<file path="config.mk">
export PLATFORM = sky130hd
export DESIGN_NAME = imm_gen_pipe_flat
export DESIGN_NICKNAME = d
export VERILOG_FILES = /design/src/rtl/imm_gen_pipe_if.sv /design/src/rtl/imm_gen_pipe.sv /design/src/flat_wrapper.sv
export SDC_FILE = /design/constraint.sdc
export NUM_CORES = 1
export LEC_CHECK = 0
export ABC_AREA = 1
export BUFFER_PORTS_ARGS = -buffer_cell sky130_fd_sc_hd__buf_2
export CORE_MARGIN = 2
export CORE_UTILIZATION = 60
export CTS_CLUSTER_SIZE = 28
export DETAILED_ROUTE_END_ITERATION = 7
export PLACE_DENSITY_LB_ADDON = 0.2
export SLEW_MARGIN = 15
export SYNTH_ARGS = -nofsm -noshare
export SYNTH_HDL_FRONTEND = slang
export SYNTH_SLANG_ARGS = --single-unit
</file>
<file path="constraint.sdc">
create_clock -name clk_i -period 4.4 [get_ports clk_i]
set_clock_uncertainty 0.05 [all_clocks]
set_input_delay 0.88 -clock clk_i [delete_from_list [all_inputs] [get_ports clk_i]]
set_output_delay 0.88 -clock clk_i [all_outputs]
set_load 0.005 [all_outputs]
</file>
<file path="src/rtl/imm_gen_pipe_if.sv">
`default_nettype none
// ============================================================================
// Module   : imm_gen_pipe_if
// Purpose  : Instruction-in / decoded-immediate-out handshake bundle.
// Revision : 1.0
// ============================================================================
interface imm_gen_pipe_if #(
    parameter int XLEN  = 32,
    parameter int TAG_W = 32
);
    logic             in_valid_i;
    logic             in_ready_o;
    logic [31:0]      inst_i;
    logic [TAG_W-1:0] tag_i;
    logic             out_valid_o;
    logic             out_ready_i;
    logic [XLEN-1:0]  imm_o;
    logic [2:0]       fmt_o;
    logic             illegal_o;
    logic [TAG_W-1:0] tag_o;

    modport master (
        output in_valid_i, inst_i, tag_i, out_ready_i,
        input  in_ready_o, out_valid_o, imm_o, fmt_o, illegal_o, tag_o
    );

    modport slave (
        input  in_valid_i, inst_i, tag_i, out_ready_i,
        output in_ready_o, out_valid_o, imm_o, fmt_o, illegal_o, tag_o
    );
endinterface
`default_nettype wire

</file>
<file path="src/rtl/imm_gen_pipe.sv">
`default_nettype none
// ============================================================================
// Module   : imm_gen_pipe
// Purpose  : Decode-stage immediate generator behind a 2-entry skid buffer.
// Revision : 1.0
// ============================================================================
module imm_gen_pipe #(
    parameter int XLEN       = 32,
    parameter int TAG_W      = 32,
    parameter bit SHAMT_ZEXT = 1'b1
) (
    input  wire logic        clk_i,
    input  wire logic        rst_ni,
    input  wire logic        flush_i,
    imm_gen_pipe_if.slave    bus
);
    localparam logic [6:0] c_OP_LOAD   = 7'b0000011;
    localparam logic [6:0] c_OP_MISC   = 7'b0001111;
    localparam logic [6:0] c_OP_IMM    = 7'b0010011;
    localparam logic [6:0] c_OP_AUIPC  = 7'b0010111;
    localparam logic [6:0] c_OP_IMM32  = 7'b0011011;
    localparam logic [6:0] c_OP_STORE  = 7'b0100011;
    localparam logic [6:0] c_OP_OP     = 7'b0110011;
    localparam logic [6:0] c_OP_LUI    = 7'b0110111;
    localparam logic [6:0] c_OP_OP32   = 7'b0111011;
    localparam logic [6:0] c_OP_BRANCH = 7'b1100011;
    localparam logic [6:0] c_OP_JALR   = 7'b1100111;
    localparam logic [6:0] c_OP_JAL    = 7'b1101111;
    localparam logic [6:0] c_OP_SYSTEM = 7'b1110011;

    localparam logic [2:0] c_FMT_I = 3'd0;
    localparam logic [2:0] c_FMT_S = 3'd1;
    localparam logic [2:0] c_FMT_B = 3'd2;
    localparam logic [2:0] c_FMT_U = 3'd3;
    localparam logic [2:0] c_FMT_J = 3'd4;
    localparam logic [2:0] c_FMT_R = 3'd5;

    localparam bit c_RV64 = (XLEN == 64);

    logic [31:0]     w_inst;
    logic [6:0]      w_opcode;
    logic            w_is_shift;
    logic [31:0]     w_imm32;
    logic [XLEN-1:0] w_imm;
    logic [2:0]      w_fmt;
    logic            w_illegal;

    assign w_inst     = bus.inst_i;
    assign w_opcode   = w_inst[6:0];
    assign w_is_shift = (w_inst[14:12] == 3'b001) || (w_inst[14:12] == 3'b101);

    // Every immediate fits in 32 signed bits, so widen once at the end.
    always_comb begin
        w_imm32   = '0;
        w_fmt     = c_FMT_R;
        w_illegal = 1'b0;
        case (w_opcode)
            c_OP_IMM: begin
                w_fmt = c_FMT_I;
                if (SHAMT_ZEXT && w_is_shift)
                    w_imm32 = c_RV64 ? {26'b0, w_inst[25:20]} : {27'b0, w_inst[24:20]};
                else
                    w_imm32 = {{20{w_inst[31]}}, w_inst[31:20]};
            end
            c_OP_IMM32: begin
                if (c_RV64) begin
                    w_fmt = c_FMT_I;
                    if (SHAMT_ZEXT && w_is_shift)
                        w_imm32 = {27'b0, w_inst[24:20]};
                    else
                        w_imm32 = {{20{w_inst[31]}}, w_inst[31:20]};
                end else begin
                    w_illegal = 1'b1;
                end
            end
            c_OP_LOAD, c_OP_JALR, c_OP_MISC, c_OP_SYSTEM: begin
                w_fmt   = c_FMT_I;
                w_imm32 = {{20{w_inst[31]}}, w_inst[31:20]};
            end
            c_OP_STORE: begin
                w_fmt   = c_FMT_S;
                w_imm32 = {{20{w_inst[31]}}, w_inst[31:25], w_inst[11:7]};
            end
            c_OP_BRANCH: begin
                w_fmt   = c_FMT_B;
                w_imm32 = {{19{w_inst[31]}}, w_inst[31], w_inst[7],
                           w_inst[30:25], w_inst[11:8], 1'b0};
            end
            c_OP_LUI, c_OP_AUIPC: begin
                w_fmt   = c_FMT_U;
                w_imm32 = {w_inst[31:12], 12'b0};
            end
            c_OP_JAL: begin
                w_fmt   = c_FMT_J;
                w_imm32 = {{11{w_inst[31]}}, w_inst[31], w_inst[19:12],
                           w_inst[20], w_inst[30:21], 1'b0};
            end
            c_OP_OP:   w_fmt = c_FMT_R;
            c_OP_OP32: w_illegal = !c_RV64;
            default:   w_illegal = 1'b1;
        endcase
    end

    assign w_imm = XLEN'($signed(w_imm32));

    logic [1:0]       r_count;
    logic [XLEN-1:0]  r_imm0,  r_imm1;
    logic [2:0]       r_fmt0,  r_fmt1;
    logic             r_ill0,  r_ill1;
    logic [TAG_W-1:0] r_tag0,  r_tag1;

    logic w_push, w_pop, w_load_head, w_load_tail, w_shift;

    // Handshake terms are masked by flush so a flushed cycle moves nothing.
    assign w_push      = bus.in_valid_i && (r_count != 2'd2) && !flush_i;
    assign w_pop       = (r_count != 2'd0) && bus.out_ready_i && !flush_i;
    assign w_load_head = w_push && ((r_count == 2'd0) || ((r_count == 2'd1) && w_pop));
    assign w_load_tail = w_push && (r_count == 2'd1) && !w_pop;
    assign w_shift     = w_pop && (r_count == 2'd2);

    always_ff @(posedge clk_i or negedge rst_ni) begin
        if (!rst_ni) begin
            r_count <= 2'd0;
            r_imm0  <= '0;
            r_fmt0  <= '0;
            r_ill0  <= 1'b0;
            r_tag0  <= '0;
            r_imm1  <= '0;
            r_fmt1  <= '0;
            r_ill1  <= 1'b0;
            r_tag1  <= '0;
        end else begin
            if (flush_i)
                r_count <= 2'd0;
            else
                r_count <= r_count + {1'b0, w_push} - {1'b0, w_pop};

            if (w_load_head) begin
                r_imm0 <= w_imm;
                r_fmt0 <= w_fmt;
                r_ill0 <= w_illegal;
                r_tag0 <= bus.tag_i;
            end else if (w_shift) begin
                r_imm0 <= r_imm1;
                r_fmt0 <= r_fmt1;
                r_ill0 <= r_ill1;
                r_tag0 <= r_tag1;
            end

            if (w_load_tail) begin
                r_imm1 <= w_imm;
                r_fmt1 <= w_fmt;
                r_ill1 <= w_illegal;
                r_tag1 <= bus.tag_i;
            end
        end
    end

    assign bus.in_ready_o  = (r_count != 2'd2);
    assign bus.out_valid_o = (r_count != 2'd0);
    assign bus.imm_o       = r_imm0;
    assign bus.fmt_o       = r_fmt0;
    assign bus.illegal_o   = r_ill0;
    assign bus.tag_o       = r_tag0;

endmodule
`default_nettype wire

</file>
<file path="src/flat_wrapper.sv">
// flat-port wrapper written by rule: the top's interface ports become plain ports
module imm_gen_pipe_flat 
#(
    parameter int XLEN       = 32,
    parameter int TAG_W      = 32,
    parameter bit SHAMT_ZEXT = 1'b1
)
  (clk_i, rst_ni, flush_i, bus_in_valid_i, bus_inst_i, bus_tag_i, bus_out_ready_i, bus_in_ready_o, bus_out_valid_o, bus_imm_o, bus_fmt_o, bus_illegal_o, bus_tag_o);
  imm_gen_pipe_if #(.XLEN(XLEN), .TAG_W(TAG_W)) bus_i ();
  input  wire logic clk_i;
  input  wire logic rst_ni;
  input  wire logic flush_i;
  input wire logic [$bits(bus_i.in_valid_i)-1:0] bus_in_valid_i;
  input wire logic [$bits(bus_i.inst_i)-1:0] bus_inst_i;
  input wire logic [$bits(bus_i.tag_i)-1:0] bus_tag_i;
  input wire logic [$bits(bus_i.out_ready_i)-1:0] bus_out_ready_i;
  output wire logic [$bits(bus_i.in_ready_o)-1:0] bus_in_ready_o;
  output wire logic [$bits(bus_i.out_valid_o)-1:0] bus_out_valid_o;
  output wire logic [$bits(bus_i.imm_o)-1:0] bus_imm_o;
  output wire logic [$bits(bus_i.fmt_o)-1:0] bus_fmt_o;
  output wire logic [$bits(bus_i.illegal_o)-1:0] bus_illegal_o;
  output wire logic [$bits(bus_i.tag_o)-1:0] bus_tag_o;
  assign bus_i.in_valid_i = bus_in_valid_i;
  assign bus_i.inst_i = bus_inst_i;
  assign bus_i.tag_i = bus_tag_i;
  assign bus_i.out_ready_i = bus_out_ready_i;
  assign bus_in_ready_o = bus_i.in_ready_o;
  assign bus_out_valid_o = bus_i.out_valid_o;
  assign bus_imm_o = bus_i.imm_o;
  assign bus_fmt_o = bus_i.fmt_o;
  assign bus_illegal_o = bus_i.illegal_o;
  assign bus_tag_o = bus_i.tag_o;
  imm_gen_pipe #(.XLEN(XLEN), .TAG_W(TAG_W), .SHAMT_ZEXT(SHAMT_ZEXT)) u_core (.clk_i(clk_i), .rst_ni(rst_ni), .flush_i(flush_i), .bus(bus_i));
endmodule
</file>
==> reports/metrics.sh, run 1 <==
POWER_SWITCHING_W=0.001384
NUMPORTBUFFERS=138
SYNTH.CELLS.MOST_FREQUENT='nand2_1, dfrtp_1, nor2_1, inv_1, nand3_1'
YOSYSWARNINGCOUNT=0
SYNTH.MOST_COMMON_CELL='nand2_1'
SYNTH.LIB_CELLS_USED.DISTINCT=33
SYN2LAYOUT_AREA_GROWTH_PCT=17.76
CP_MAX_FO=20
MET2ROUTEDLENGTH_MM=7.910
CLK_TRANSITION_REPORTED_PATHS_NS=0.06
ASYNC_RESET_FF_FRAC=1.000
TIMING.FINAL.CRIT_SHARE=0.6161
VIA_COUNT=6364
POWER_REPORT.INTERNAL_TOTAL_W=0.003111
FILLERINSTANCES=923
HIGHEST_SIGNAL_LAYER='met4'
DRT-INITIAL-DRC-COUNT=568
SYNTH.CELL_AREA_UM2=7064
CRITICAL_PATH_CLASS='input pin to flip-flop'
CTS_MAX_PATH_BUFFERS=2
WORST_PATH_LARGEST_CELL_DELAY_NS=0.68
DIE_AREA_UM2=12660
PERIOD_MINUS_SLACK_NS=2.711
CORE_REGION_AREA_UM2=11470
POSTSYNTHNETCOUNT=992
POWER.IR.VDD_WORST_mV=0.3699
CLKSINKCOUNT=138
CRIT_REQUIRED_NS=4.70
LEADING_REGISTER_CELL_TYPE_OUT_OF_SYNTHESIS='dfrtp_1'
ANTENNA_FOUND_INITIAL=0
CTS.REPAIR_TIMING.SETUP_BUFFER_COUNT=0
SYNTHDOMINANTCELLAREASHARE=0.4888
GRT_PASS1_VIAS=5917
POWER.CLOCK.FRACTION=0.317
CP.ARRIVAL_NS=3.01
CRITICAL_PATH_SOURCE_TYPE='input pin'
DRCVIOLATIONCOUNT=0
GRTUSAGETOTAL=0.2791
ROWS=39
SYNTH_ENABLE_FLOP_CELLS=0
SYNTH_AREA_LEADER_CELL='dfrtp_1'
FRACTION_OF_POWER_CONSUMED_BY_COMBINATIONAL_CELLS=0.254
GRT_START_MAX_NET_PINS=102
POST_CTS_HOLD_BUFFER_COUNT=0
NETLIST_INSTANCES=921
ROUTE.DETAILED.WL_PER_INST_UM=14.32
SYNTH_TOP_CELLS_BY_AREA='dfrtp_1, nand2_1, nor2_1, inv_1, nand3_1'
NUMBER_OF_LEVELS_IN_THE_CLOCK_H_TREE=4
FIRSTDRTPASSITERS=5
CRITPATHCAPTURETYPE='flip-flop'
TIGHTESTPINTRANSITION_NS=0.9317
TNS_NS=0
TOTAL_LEAKAGE_POWER_nW=4.653
TRITONCTS='yes'
CLKLATENCYLATEPIN_NS=0.42
FINAL_LAYOUT_SIZE_SUFFIX_GT1_FRAC=0.2124
HOLD_PATH.CLASS='flip-flop to flip-flop'
GRT_OVERFLOW=0
FINAL-HOLD-VIOLATION-COUNT=0
SW_FRAC_OF_TOTAL=0.3079
TIMING.MAX_CAP.VIOLATIONS=0
GRT_SETUP_UNREPAIRED='no'
TIMING.FINAL.SETUP_VIOLATIONS=0
MULTIINPUTGATEAREA_UM2=3007
LAYOUT.NETS=1103
PLACE.GP.CONGESTION=0.9952
ROUTE.ANTENNA.REMAINING_NETS=0
MET1_LENGTH_MM=7.836
TIMING.SLEW.HEADROOM=0.3789
ANTENNA_CELLS=0
SLEW_VIOLATIONS=0
WIRELENGTH_MM=17.02
POWER.TOTAL_W=0.004496
CP_CELL_SEQUENCE='buf_2, nand2_1, nor2_1, nand3_1, nand3_2, nand2_2, nand3_2, nor2_1, nor2_1'
CRITPATHMOSTFREQUENTCELL='nor2_1'
OUTCOME='completed'
CTS.ROOT.BUFFER_CELL='clkbuf_16'
DIE_H_UM=112.5
DP_HPWL_MM=10.75
FLOORPLAN.INITIALDENSITY=0.6160
AVGVIACOUNTPERCELL=5.357
FF_LATCH_AREA_UM2=3453
YS_SEQ_ELEMENTS=138
DR_WL_MET3_MM=1.026
CELL_WITH_THE_LARGEST_STAGE_DELAY_ON_THE_WORST_PATH='nor2_1'
CTSRESIZECOUNT=0
SYNTH.YOSYS.SEQ_AREA_SHARE=0.4888
SYN-MEAN-INSTANCE-AREA_UM2=7.670
DIE_W_UM=112.5
P_SEQ_FRAC=0.429
CLOCK.FMAX_MHz=368.9
GRT_FIRST_PASS_WIRELENGTH_MM=28.53
IO-PIN-COUNT=139
CELLPOWERDENSITY_nW_PER_UM2=540.4
TRITONCTS.NUM_BUFFERS=17
layout make-up:
| class | instances | share of cell area |
|---|---|---|
| Clock buffer | 22 | 0.05820 |
| Clock inverter | 10 | 0.01399 |
| Inverter | 84 | 0.03820 |
| Multi-Input combinational cell | 646 | 0.3614 |
| Sequential cell | 138 | 0.4151 |
| Tap cell | 143 | 0.02151 |
| Timing Repair Buffer | 145 | 0.09159 |
power by group through the flow:
stage	Combinational, W	Sequential, W	Clock, W
after floorplan	0.000662	0.00194	0
after global placement	0.00112	0.00193	0
after detailed placement	0.00114	0.00194	0
after CTS	0.00116	0.00193	0.00144
after global routing	0.00132	0.00198	0.00149
final	0.00114	0.00193	0.00143
state kept, by name (all words and copies together), names as in the netlist:
signal	cells
u_core.bus.tag_o	32
u_core.bus.fmt_o	3
u_core.r_ill1	1
u_core.bus.imm_o	32
u_core.r_tag1	32
u_core.r_imm1	32
u_core.r_count	2
u_core.bus.illegal_o	1
u_core.r_fmt1	3
metal layers:
layer | vias up | global-route usage
met1 | 2960 | 0.3948
met2 | 231 | 0.4414
met5 | - | 0
met3 | 24 | 0.05400
li1 | 3149 | -
met4 | 0 | 0.08699
path summary, 6_finish.rpt:
check	start	end	slack, ns	cells after the start
max	bus_inst_i[1]	u_core.bus.imm_o[27]	1.69	9
min	u_core.r_imm1[0]	u_core.r_imm1[0]	0.43	2
max reg2reg	u_core.r_count[1]	u_core.r_ill1	2.20	6
min reg2reg	u_core.r_imm1[0]	u_core.r_imm1[0]	0.43	2
max in group asynchronous	rst_ni	u_core.r_tag1[3]	2.93	2
min in group asynchronous	rst_ni	u_core.bus.tag_o[9]	0.49	1
critical path, delay by kind of cell:
kind,cells,cell delay [ns]
buffers and inverters,1,0.10
AND/OR/NAND/NOR,8,2.02
cell usage in the layout, fill, tap and decap left out, types with 26 or more instances in the layout:
cell	Yosys	routed
o211ai_1	32	32
dfrtp_1	138	138
inv_1	71	71
nand2_1	317	317
nand3_1	52	52
a21oi_1	35	35
o21ai_0	26	26
nor2_1	104	104
buf_2	29	137
metrics by stage:
step	instance area (µm²)	utilization	hold WS [ns]	cells	setup WS, ns
after global routing	8319	0.7255	0.4461	1188	1.459
after CTS	8319	0.7255	0.4315	1188	1.732
after floorplan	7064	-	0.3992	921	2.424
after global placement	7719	0.6731	0.4026	1156	1.350
after detailed placement	7719	0.6731	0.4144	1156	1.300
final	8319	0.7255	0.4310	1188	1.689
logic make-up (layout without fill, tap and decap cells):
kind of cell | Yosys count | in the layout | share of synthesized area
simple gates | 518 | 518 | 0.3151
flops | 138 | 138 | 0.4888
xor+xnor | 2 | 2 | 0.002480
buf+inv | 137 | 261 | 0.08626
fa+ha+maj | 2 | 2 | 0.003542
compound gates | 124 | 124 | 0.1038
Power figures use the tool's default switching activity.
==> run 2: changes to the inputs <==
Settings changed: ABC_AREA 1 to 0, CORE_UTILIZATION 60 to 49.
Clock period 4.4 ns to 2.3 ns, I/O delays scaled along.
==> reports/metrics.sh, run 2 <==
DRCVIOLATIONCOUNT=0
IO-PIN-COUNT=139
PLACE.GP.CONGESTION=0.8722
POWER_REPORT.INTERNAL_TOTAL_W=0.005851
GRT_OVERFLOW=0
GRT_SETUP_UNREPAIRED='no'
YS_SEQ_ELEMENTS=138
TRITONCTS='yes'
LEADING_REGISTER_CELL_TYPE_OUT_OF_SYNTHESIS='dfrtp_1'
TRITONCTS.NUM_BUFFERS=17
FINAL-HOLD-VIOLATION-COUNT=0
FINAL_LAYOUT_SIZE_SUFFIX_GT1_FRAC=0.2547
SYNTH.CELL_AREA_UM2=6301
WIRELENGTH_MM=16.91
GRT_FIRST_PASS_WIRELENGTH_MM=27.56
SYNTH_TOP_FAMILY_BY_AREA='simple AND/OR/NAND/NOR gates'
SYNTH.LIB_CELLS_USED.DISTINCT=58
YOSYS.AREA_SHARE.SIMPLE=0.2220
FINAL_AREA_UM2=7781
FIRSTDRTPASSITERS=5
SYNTH.CELLS.MOST_FREQUENT='nand2_1, dfrtp_1, a22oi_1, nor2_1, buf_2'
GRTUSAGETOTAL=0.2522
POWER_SWITCHING_W=0.002466
CLKSINKCOUNT=138
TIMING.MAX_CAP.VIOLATIONS=0
CRITICAL_PATH_CLASS='flip-flop to flip-flop'
DIE_W_UM=117.4
PLACED_CELLS=948
YOSYSWARNINGCOUNT=0
TIMING.FINAL.CRIT_SHARE=0.8778
LAYOUT_COMMONEST_CELL='nand2_1'
CRITPATHCAPTURETYPE='flip-flop'
DP_HPWL_MM=11.41
DIE_AREA_UM2=13780
HOLD_PATH.CLASS='input pin to flip-flop'
CORE_REGION_AREA_UM2=12570
CELLPOWERDENSITY_nW_PER_UM2=1069
ROUTE.ANTENNA.REMAINING_NETS=0
ANTENNA_FOUND_INITIAL=1
FILLERINSTANCES=1053
DRT-INITIAL-DRC-COUNT=506
PLACE_AREA_UM2=7218
CP.ARRIVAL_NS=2.27
MET2ROUTEDLENGTH_MM=7.913
ASYNC_RESET_FF_FRAC=1.000
FRACTION_OF_POWER_CONSUMED_BY_COMBINATIONAL_CELLS=0.229
YOSYS-MUX-AREA-FRACTION=0.01112
AVGVIACOUNTPERCELL=5.597
CLOCK.FMAX_MHz=495.3
SYNTH_ENABLE_FLOP_CELLS=0
SYNTH_TOP_CELLS_BY_AREA='dfrtp_1, nand2_1, a22oi_1, a31oi_1, nor2_1'
SYNTH_COMPOUND_AREA_FRAC=0.1696
GRT_START_MAX_NET_PINS=62
CLK_TRANSITION_REPORTED_PATHS_NS=0.06
PERIOD_MINUS_SLACK_NS=2.019
CLKLATENCYLATEPIN_NS=0.42
VIA_COUNT=5474
SYN2LAYOUT_AREA_GROWTH_PCT=23.49
LAYOUT.NETS=867
ROWS=41
SYNTHXORXNORAREAFRAC=0.005560
TOTAL_LEAKAGE_POWER_nW=3.896
TIGHTESTPINTRANSITION_NS=0.6499
FIN_WORST_HOLD_SLACK_NS=0.1983
FINALCOREUTILIZATION=0.6191
CTS.ROOT.BUFFER_CELL='clkbuf_16'
ROUTE.DETAILED.WL_PER_INST_UM=17.29
SYN-MEAN-INSTANCE-AREA_UM2=9.447
SW_FRAC_OF_TOTAL=0.2965
DR_WL_MET3_UM=961
FINISH.CELL_COUNT_WITHOUT_FILLERS=978
POWER.IR.VDD_WORST_mV=0.4760
CRIT_REQUIRED_NS=2.55
MOST_USED_CELLS_IN_THE_LAYOUT_EXCLUDING_FILL_AND_TAP_CELLS='nand2_1, dfrtp_1, buf_2'
CP_MAX_FO=7
SLEW_VIOLATIONS=0
NUMBER_OF_LEVELS_IN_THE_CLOCK_H_TREE=4
CTS.REPAIR_TIMING.SETUP_BUFFER_COUNT=0
NUMPORTBUFFERS=138
TIMING.SLEW.HEADROOM=0.5667
OUTCOME='completed'
CRITICAL_PATH_SOURCE_TYPE='flip-flop'
GRT_PASS1_VIAS=5431
SYNTHDOMINANTCELLAREASHARE=0.5481
FLOORPLAN.INITIALDENSITY=0.5013
MET1_LENGTH_MM=7.457
NETLIST_INSTANCES=667
HIGHEST_SIGNAL_LAYER='met4'
CTS_MAX_PATH_BUFFERS=2
TNS_NS=0
SYNTH.YOSYS.SEQ_AREA_SHARE=0.5481
DIE_H_UM=117.4
POWER.CLOCK.FRACTION=0.314
POSTSYNTHNETCOUNT=738
YOSYS.AREA_SHARE.ADDER=0.003971
SYNTH.MOST_COMMON_CELL='nand2_1'
P_SEQ_FRAC=0.457
SYNTH_AREA_LEADER_CELL='dfrtp_1'
TIMING.FINAL.SETUP_VIOLATIONS=0
[run 2: changes by cell type after synthesis, moves of 29 or more]
cell / change
nand2_1: -70
o211ai_1: -29
a22oi_1: +39
nor2_1: -72
nand3_1: -43
inv_1: -69
[run 2: final cells by class]
class                      instances  area (µm²)  area share
inverter                           2       7.507   0.0009648
clock inverter                     3       65.06    0.008361
antenna                            1       2.502   0.0003216
clock buffer                      25       485.5     0.06239
sequential                       138        3453      0.4438
timing repair buffer             157       929.6      0.1195
multi-input combinational        480        2623      0.3370
tap                              172       215.2     0.02766
[run 2: repair_timing]
item,in CTS,in global routing
hold buffers,1,0
gates resized for setup,0,0
endpoints found under the hold margin,54,0
endpoints found under the setup margin,0,0
[run 2: worst paths after layout]
check | from | end | slack, ns | cells after the start
hold reg to reg | u_core.bus.tag_o[9] | u_core.bus.tag_o[9] | 0.42 | 2
hold / removal | bus_tag_i[20] | u_core.r_tag1[20] | 0.20 | 3
max in group asynchronous | rst_ni | u_core.bus.tag_o[8] | 0.98 | 3
min in group asynchronous | rst_ni | u_core.r_imm1[29] | 0.52 | 2
setup / recovery | u_core.r_count[1] | u_core.r_count[1] | 0.28 | 8
setup reg to reg | u_core.r_count[1] | u_core.r_count[1] | 0.28 | 8
[run 2: layer usage]
metal | vias up | GRT usage
li1 | 2550 | -
met1 | 2674 | 0.3339
met2 | 210 | 0.3958
met3 | 40 | 0.05058
met4 | 0 | 0.1295
met5 | - | 0
[run 2: power by group through the flow]
stage                     sequential [W]  clock (W)  combinational (W)
final                            0.00380    0.00261            0.00190
after global routing             0.00391    0.00275            0.00216
after CTS                        0.00380    0.00264            0.00193
after detailed placement         0.00384          0            0.00191
after global placement           0.00379          0            0.00183
after floorplan                  0.00377          0            0.00108
[run 2: logic make-up (layout without fill, tap and decap cells)]
family / count (synthesis) / in the layout
AOI/OAI and AO/OA: 139 / 139
xor gates and xnor gates: 4 / 4
adders and majority gates: 2 / 2
buffers and inverters: 49 / 187
DFF: 138 / 138
muxes: 7 / 7
other: 0 / 1
and+or+nand+nor: 328 / 328
[run 2: worst max-delay path, stage by stage, from the launching register on]
cell and delay, ns:
dfrtp_1 0.47, or2_2 0.31, and3b_1 0.19, ha_1 0.27
inv_1 0.04, ha_1 0.20, xor2_1 0.18, xnor2_1 0.15
nor2_1 0.06
[run 2: through the flow]
stage	power, W	setup WS (ns)
5_1_grt	0.008819	0.1363
6_report	0.008318	0.2811
2_1_floorplan	0.004842	0.4315
4_1_cts	0.008364	0.2730
3_5_place_dp	0.005745	0.1465
3_3_place_gp	0.005620	0.2590
